`src/rtl/noaa_pkg.sv`:
```
// Shared encodings and width helpers for the NOAA multi-channel statistics engine.
package noaa_pkg;

    localparam logic [1:0] MODE_AVG = 2'b00;
    localparam logic [1:0] MODE_SD  = 2'b01;
    localparam logic [1:0] MODE_MIN = 2'b10;
    localparam logic [1:0] MODE_MAX = 2'b11;

    typedef enum logic [1:0] {
        StIdle,
        StCalc,
        StRoot
    } state_e;

    function automatic int unsigned sum_width(input int unsigned w, input int unsigned n);
        return w + $clog2(n);
    endfunction

    function automatic int unsigned sumsq_width(input int unsigned w, input int unsigned n);
        return 2 * w + $clog2(n);
    endfunction

endpackage

```
`src/rtl/noaa_isqrt.sv`:
```
// Iterative restoring integer square root: one result bit per cycle, W cycles per root.
module noaa_isqrt #(
    parameter int unsigned W = 12
) (
    input  logic           clk_i,
    input  logic           rst_ni,
    input  logic           start_i,
    input  logic [2*W-1:0] radicand_i,
    output logic [W-1:0]   root_o,
    output logic           valid_o
);

    localparam int unsigned RW  = W + 2;
    localparam int unsigned CNW = $clog2(W + 1);

    logic [2*W-1:0] rad_q, rad_d;
    logic [RW-1:0]  rem_q, rem_d;
    logic [W-1:0]   root_q, root_d;
    logic [CNW-1:0] cnt_q, cnt_d;
    logic           busy_q, busy_d;
    logic [RW+1:0]  rem_sh, trial;

    always_comb begin
        rad_d  = rad_q;
        rem_d  = rem_q;
        root_d = root_q;
        cnt_d  = cnt_q;
        busy_d = busy_q;
        rem_sh = {rem_q, rad_q[2*W-1 -: 2]};
        trial  = {2'b00, root_q, 2'b01};
        if (start_i) begin
            rad_d  = radicand_i;
            rem_d  = '0;
            root_d = '0;
            cnt_d  = '0;
            busy_d = 1'b1;
        end else if (busy_q) begin
            rad_d = rad_q << 2;
            if (rem_sh >= trial) begin
                rem_d  = RW'(rem_sh - trial);
                root_d = {root_q[W-2:0], 1'b1};
            end else begin
                rem_d  = RW'(rem_sh);
                root_d = {root_q[W-2:0], 1'b0};
            end
            cnt_d  = cnt_q + CNW'(1);
            busy_d = (cnt_q != CNW'(W - 1));
        end
    end

    always_ff @(posedge clk_i) begin
        if (!rst_ni) begin
            rad_q  <= '0;
            rem_q  <= '0;
            root_q <= '0;
            cnt_q  <= '0;
            busy_q <= 1'b0;
        end else begin
            rad_q  <= rad_d;
            rem_q  <= rem_d;
            root_q <= root_d;
            cnt_q  <= cnt_d;
            busy_q <= busy_d;
        end
    end

    // The final bit is resolved combinationally so the caller can register it on this edge.
    assign valid_o = busy_q && (cnt_q == CNW'(W - 1));
    assign root_o  = root_d;

endmodule

```
`src/rtl/noaa_stats_engine.sv`:
```
// Per-channel window accumulators feeding one shared avg/sd/min/max result engine.
module noaa_stats_engine
    import noaa_pkg::*;
#(
    parameter int unsigned W  = 12,
    parameter int unsigned N  = 8,
    parameter int unsigned CH = 4,
    localparam int unsigned CW = (CH > 1) ? $clog2(CH) : 1
) (
    input  logic          clk_i,
    input  logic          rst_ni,
    input  logic [W-1:0]  tn_i,
    input  logic [CW-1:0] tn_ch_i,
    input  logic          tn_valid_i,
    input  logic [1:0]    mode_i,
    output logic          sample_o,
    output logic          done_o,
    output logic [W-1:0]  avg_sd_o,
    output logic [CW-1:0] out_ch_o
);

    localparam int unsigned LN = $clog2(N);
    localparam int unsigned NW = LN + 1;
    localparam int unsigned SW = sum_width(W, N);
    localparam int unsigned QW = sumsq_width(W, N);
    localparam int unsigned W2 = 2 * W;

    logic [SW-1:0] sum_q   [CH];
    logic [QW-1:0] sumsq_q [CH];
    logic [W-1:0]  min_q   [CH];
    logic [W-1:0]  max_q   [CH];
    logic [NW-1:0] cnt_q   [CH];
    logic [1:0]    mode_q  [CH];
    logic [CH-1:0] pend_q;

    logic          ch_ok, accept, pend_any, snap, sqrt_start, sqrt_valid;
    logic [CW-1:0] sel_ch;
    logic [W2-1:0] tn_sq;
    logic [W-1:0]  sqrt_root;

    assign ch_ok    = 32'(tn_ch_i) < CH;
    assign sample_o = rst_ni && ch_ok && !pend_q[tn_ch_i];
    assign accept   = tn_valid_i && sample_o;
    assign tn_sq    = W2'(tn_i) * W2'(tn_i);

    always_comb begin
        pend_any = 1'b0;
        sel_ch   = '0;
        for (int i = CH - 1; i >= 0; i--) begin
            if (pend_q[i]) begin
                pend_any = 1'b1;
                sel_ch   = CW'(i);
            end
        end
    end

    // A snapshotted channel is pending, so it can never also accept a sample on that edge.
    always_ff @(posedge clk_i) begin
        if (!rst_ni) begin
            for (int i = 0; i < CH; i++) begin
                sum_q[i]   <= '0;
                sumsq_q[i] <= '0;
                min_q[i]   <= '1;
                max_q[i]   <= '0;
                cnt_q[i]   <= '0;
                mode_q[i]  <= MODE_AVG;
            end
            pend_q <= '0;
        end else begin
            for (int i = 0; i < CH; i++) begin
                if (snap && sel_ch == CW'(i)) begin
                    sum_q[i]   <= '0;
                    sumsq_q[i] <= '0;
                    min_q[i]   <= '1;
                    max_q[i]   <= '0;
                    cnt_q[i]   <= '0;
                    pend_q[i]  <= 1'b0;
                end else if (accept && tn_ch_i == CW'(i)) begin
                    sum_q[i]   <= sum_q[i] + SW'(tn_i);
                    sumsq_q[i] <= sumsq_q[i] + QW'(tn_sq);
                    if (tn_i < min_q[i]) min_q[i] <= tn_i;
                    if (tn_i > max_q[i]) max_q[i] <= tn_i;
                    cnt_q[i] <= cnt_q[i] + NW'(1);
                    if (cnt_q[i] == NW'(N - 1)) begin
                        pend_q[i] <= 1'b1;
                        mode_q[i] <= mode_i;
                    end
                end
            end
        end
    end

    state_e        state_q, state_d;
    logic [SW-1:0] wk_sum_q;
    logic [QW-1:0] wk_sumsq_q;
    logic [W-1:0]  wk_min_q, wk_max_q;
    logic [1:0]    wk_mode_q;
    logic [CW-1:0] wk_ch_q;
    logic          done_q, done_d;
    logic [W-1:0]  res_q, res_d;
    logic [CW-1:0] och_q, och_d;
    logic [W-1:0]  avg;
    logic [W2-1:0] mean_sq, avg_sq, var_w;

    assign avg     = W'(wk_sum_q >> LN);
    assign mean_sq = W2'(wk_sumsq_q >> LN);
    assign avg_sq  = W2'(avg) * W2'(avg);
    assign var_w   = mean_sq - avg_sq;

    always_comb begin
        state_d    = state_q;
        done_d     = 1'b0;
        res_d      = res_q;
        och_d      = och_q;
        snap       = 1'b0;
        sqrt_start = 1'b0;
        unique case (state_q)
            StIdle: begin
                if (pend_any) begin
                    snap    = 1'b1;
                    state_d = StCalc;
                end
            end
            StCalc: begin
                if (wk_mode_q == MODE_SD) begin
                    sqrt_start = 1'b1;
                    state_d    = StRoot;
                end else begin
                    case (wk_mode_q)
                        MODE_MIN: res_d = wk_min_q;
                        MODE_MAX: res_d = wk_max_q;
                        default:  res_d = avg;
                    endcase
                    done_d  = 1'b1;
                    och_d   = wk_ch_q;
                    state_d = StIdle;
                end
            end
            StRoot: begin
                if (sqrt_valid) begin
                    res_d   = sqrt_root;
                    done_d  = 1'b1;
                    och_d   = wk_ch_q;
                    state_d = StIdle;
                end
            end
            default: state_d = StIdle;
        endcase
    end

    always_ff @(posedge clk_i) begin
        if (!rst_ni) begin
            state_q    <= StIdle;
            done_q     <= 1'b0;
            res_q      <= '0;
            och_q      <= '0;
            wk_sum_q   <= '0;
            wk_sumsq_q <= '0;
            wk_min_q   <= '0;
            wk_max_q   <= '0;
            wk_mode_q  <= MODE_AVG;
            wk_ch_q    <= '0;
        end else begin
            state_q <= state_d;
            done_q  <= done_d;
            res_q   <= res_d;
            och_q   <= och_d;
            if (snap) begin
                wk_sum_q   <= sum_q[sel_ch];
                wk_sumsq_q <= sumsq_q[sel_ch];
                wk_min_q   <= min_q[sel_ch];
                wk_max_q   <= max_q[sel_ch];
                wk_mode_q  <= mode_q[sel_ch];
                wk_ch_q    <= sel_ch;
            end
        end
    end

    noaa_isqrt #(
        .W(W)
    ) u_isqrt (
        .clk_i     (clk_i),
        .rst_ni    (rst_ni),
        .start_i   (sqrt_start),
        .radicand_i(var_w),
        .root_o    (sqrt_root),
        .valid_o   (sqrt_valid)
    );

    assign done_o   = done_q;
    assign avg_sd_o = res_q;
    assign out_ch_o = och_q;

endmodule

```
`config.mk`:
```
export PLATFORM = sky130hd
export DESIGN_NAME = noaa_stats_engine
export DESIGN_NICKNAME = d
export VERILOG_FILES = /design/src/rtl/noaa_pkg.sv /design/src/rtl/noaa_isqrt.sv /design/src/rtl/noaa_stats_engine.sv
export SDC_FILE = /design/constraint.sdc
export NUM_CORES = 2
export LEC_CHECK = 0
export ABC_AREA = 0
export BUFFER_PORTS_ARGS = -buffer_cell sky130_fd_sc_hd__buf_2
export CAP_MARGIN = 20
export CORE_AREA = 2 2 258 260
export DETAILED_ROUTE_END_ITERATION = 8
export DIE_AREA = 0 0 260 262
export PLACE_DENSITY = 0.77
export SLEW_MARGIN = 15
export SYNTH_ARGS = -nofsm -noshare
export SYNTH_HDL_FRONTEND = slang
export SYNTH_SLANG_ARGS = --single-unit
```
`constraint.sdc`:
```
create_clock -name clk_i -period 21 [get_ports clk_i]
set_input_delay 1.05 -clock clk_i [delete_from_list [all_inputs] [get_ports clk_i]]
set_output_delay 1.05 -clock clk_i [all_outputs]
set_load 0.1 [all_outputs]
```
==> key figures <==
Status
  • Status: finished, final reports clean

Synth
  • Area fraction of the dominant cell type after synthesis: 24.27%
  • Yosys top cell by area: edfxtp_1
  • Post-synthesis sequential area ratio: around a third
  • Synth unique cells: 85
  • Mean Syn Cell Area: a little under 10 um^2
  • Cell area after synthesis: about 36000 um^2
  • Yosys reg bits: 428
  • Synth top area cells: edfxtp_1 24%, ha_1 14%, fa_1 11%
  • Async SR Flop Fraction: 0%
  • Syn nets: 4294
  • Synth Flop Type: edfxtp_1
  • Post-synth EDFFs: 288
  • Synth warn: 0
  • Synthesized instance count: 3700

Drt
  • Wire length per cell: roughly 19 um
  • Vias after detailed routing: ~27k
  • Drt total wl: 86930 um
  • Initial DRC count: 2118
  • Vias per inst: 5.844
  • DRT antenna net count: 0
  • DRC: 0
  • Detailed Routing Iterations Pass 1: 6

Setup path
  • Crit path largest cell delay: 0.57 ns
  • Crit path launch type: input port
  • WP data required: about 21 ns
  • CP arrival: about 8.7 ns
  • CP max-delay cell: or4_1
  • WS Path Type: in -> reg
  • Crit end category: register
  • Top fanout value on the critical path: 23

Floorplanning
  • Num ports: 35
  • Core area: 65280 um^2
  • Die area: about 70000 um^2
  • Die X: about 260 um
  • DIE HEIGHT: 262 um
  • Row cnt: 94
  • Initial Util: between 50% and 60%

GRT
  • Total GRT Usage: about a quarter
  • Grt ovf: 0
  • Initial antenna violation count: 4
  • First-pass GRT wire length: 137600 um
  • Number of global-route vias before repair: 25.96k
  • Largest net degree at the start of global routing: 73

Cells and area
  • Most frequent cells in the layout: 427 x inv_1, 386 x ha_1, 330 x nand2_1
  • Most common cell after layout, fill and taps aside: inv_1
  • Final net count: 4268
  • Area Overhead vs Synth: 7.539%
  • Share of layout cells above drive strength 1: 7.185%

Clock tree
  • Htree depth: 2
  • Clk_lat worst skew: 0.61 ns
  • Clock sink total: between 400 and 500
  • Clock slew seen by the registers of the worst setup and hold paths: 0.06 ns
  • TritonCTS Buffers: 50
  • Hold buffers post-CTS: 0
  • Post-cts repair resize count: 0
  • Post-CTS setup repair buffer count: 0
  • Clock Tree Buf Depth: 3
  • Root Driver: clkbuf_16
  • CTS tree: yes

Place
  • DP HPWL: approximately 64000 um
  • Pre-CTS setup slack: 12.19 ns
  • Placer Congestion: 0.9467
  • Buffers on Ports: 34

Timing
  • Count of final max-slew check failures: 0
  • Final hold violations: 0
  • Setup TNS: 0 ns
  • Fmax: 121.4 MHz
  • RSZ-0062 raised after global routing: no
  • Final clock skew: 0.02375 ns
  • Slew headroom: 21.25%
  • Crit path time final: 8.237 ns
  • Final period util: 39.23%
  • Final setup vio count: 0
  • Final WS setup: 12.76 ns
  • Tightest Pin Transition: 1.178 ns

Power
  • Pleak: 16.65 nW
  • PwrDens: 146.0 nW/um^2
  • Max rail drop VDD: ~230 uV

Job
  • Max-cap viol count: 0

Hold path
  • Hold/Removal Path Class: reg -> reg
[where the power goes]
part | switching, W | internal [W]
Clock | 0.000367 | 0.000528
Combinational | 0.00220 | 0.00148
Sequential | 0.0000414 | 0.000973
Total | 0.00261 | 0.00299
[critical path: cells and delay by family]
kind                       cells  cell delay [ns]
AOI/OAI and AO/OA              6             1.13
xor gates and xnor gates       1             0.18
adders and majority gates      7             3.03
buffers and inverters          6             1.02
and+or+nand+nor               10             2.23
[cells in the mapped netlist (all sizes together), types with 52 or more instances]
master	count
ha	386
nand3	52
nand2b	68
nand2	335
mux4	63
dfxtp	140
nor2	310
a21oi	264
xnor2	100
and2	113
clkbuf	110
a21o	109
edfxtp	288
o21ai	105
fa	189
xor2	91
a211oi	63
inv	428
nor3	68
[cell type report]
class | instances | area (um^2)
clock inverter | 23 | 241.5
sequential | 428 | 11450
clock buffer | 71 | 1443
tap | 864 | 1081
fill | 5538 | 26960
timing repair buffer | 65 | 404.1
antenna | 2 | 5.005
inverter | 428 | 1608
multi-input combinational | 2701 | 22080
[logic make-up (layout without fill, tap and decap cells)]
| logic type | after synthesis | after routing | share of synthesized area, % |
|---|---|---|---|
| compound gates | 701 | 701 | 12.49 |
| mux | 114 | 114 | 5.446 |
| fa+ha+maj | 575 | 575 | 24.17 |
| buf+inv | 571 | 587 | 6.082 |
| simple gates | 1120 | 1120 | 14.98 |
| xor+xnor | 191 | 191 | 4.695 |
| flops | 428 | 428 | 32.14 |
| other cells | 0 | 2 | 0 |
[stage by stage]
step / total power (W) / util [%] / hold WS [ns] / cell area [um^2] / cells
after floorplan: 0.003860 / - / 0.4357 / 35630 / 3700
after global placement: 0.004519 / 56.09 / 0.4414 / 36610 / 4484
after detailed placement: 0.004589 / 56.10 / 0.4459 / 36620 / 4485
after CTS: 0.005524 / 58.68 / 0.4538 / 38300 / 4579
after global routing: 0.006003 / 58.70 / 0.4736 / 38320 / 4582
final: 0.005594 / 58.70 / 0.4520 / 38320 / 4582
[state kept, by name, indices dropped and copies added, names as in the netlist, 12 cells and up]
name,count
wk_min_q,12
avg_sd_o,12
min_q,48
wk_max_q,12
max_q,48
sum_q,60
cnt_q,16
sumsq_q,108
u_isqrt.rem_q,14
wk_sum_q,12
u_isqrt.rad_q,24
wk_sumsq_q,24
u_isqrt.root_q,12
[final timing paths]
kind,startpoint,to,slack [ns],cells after the start
setup / recovery,tn_i[1],sumsq_q[0][26],12.76,30
hold / removal,wk_min_q[2],wk_min_q[2],0.45,2
setup reg to reg,wk_sum_q[8],u_isqrt.rad_q[20],15.05,18
hold reg to reg,wk_min_q[2],wk_min_q[2],0.45,2
[routing by layer]
layer  up-vias  track usage, %  share of wire [%]
li1      12790               -                  -
met1     12820           34.27                 43
met2       973           40.54                 45
met3       186           5.604                8.5
met4         4           9.690                3.5
met5         -               0              0.032
Power figures use the tool's default switching activity.
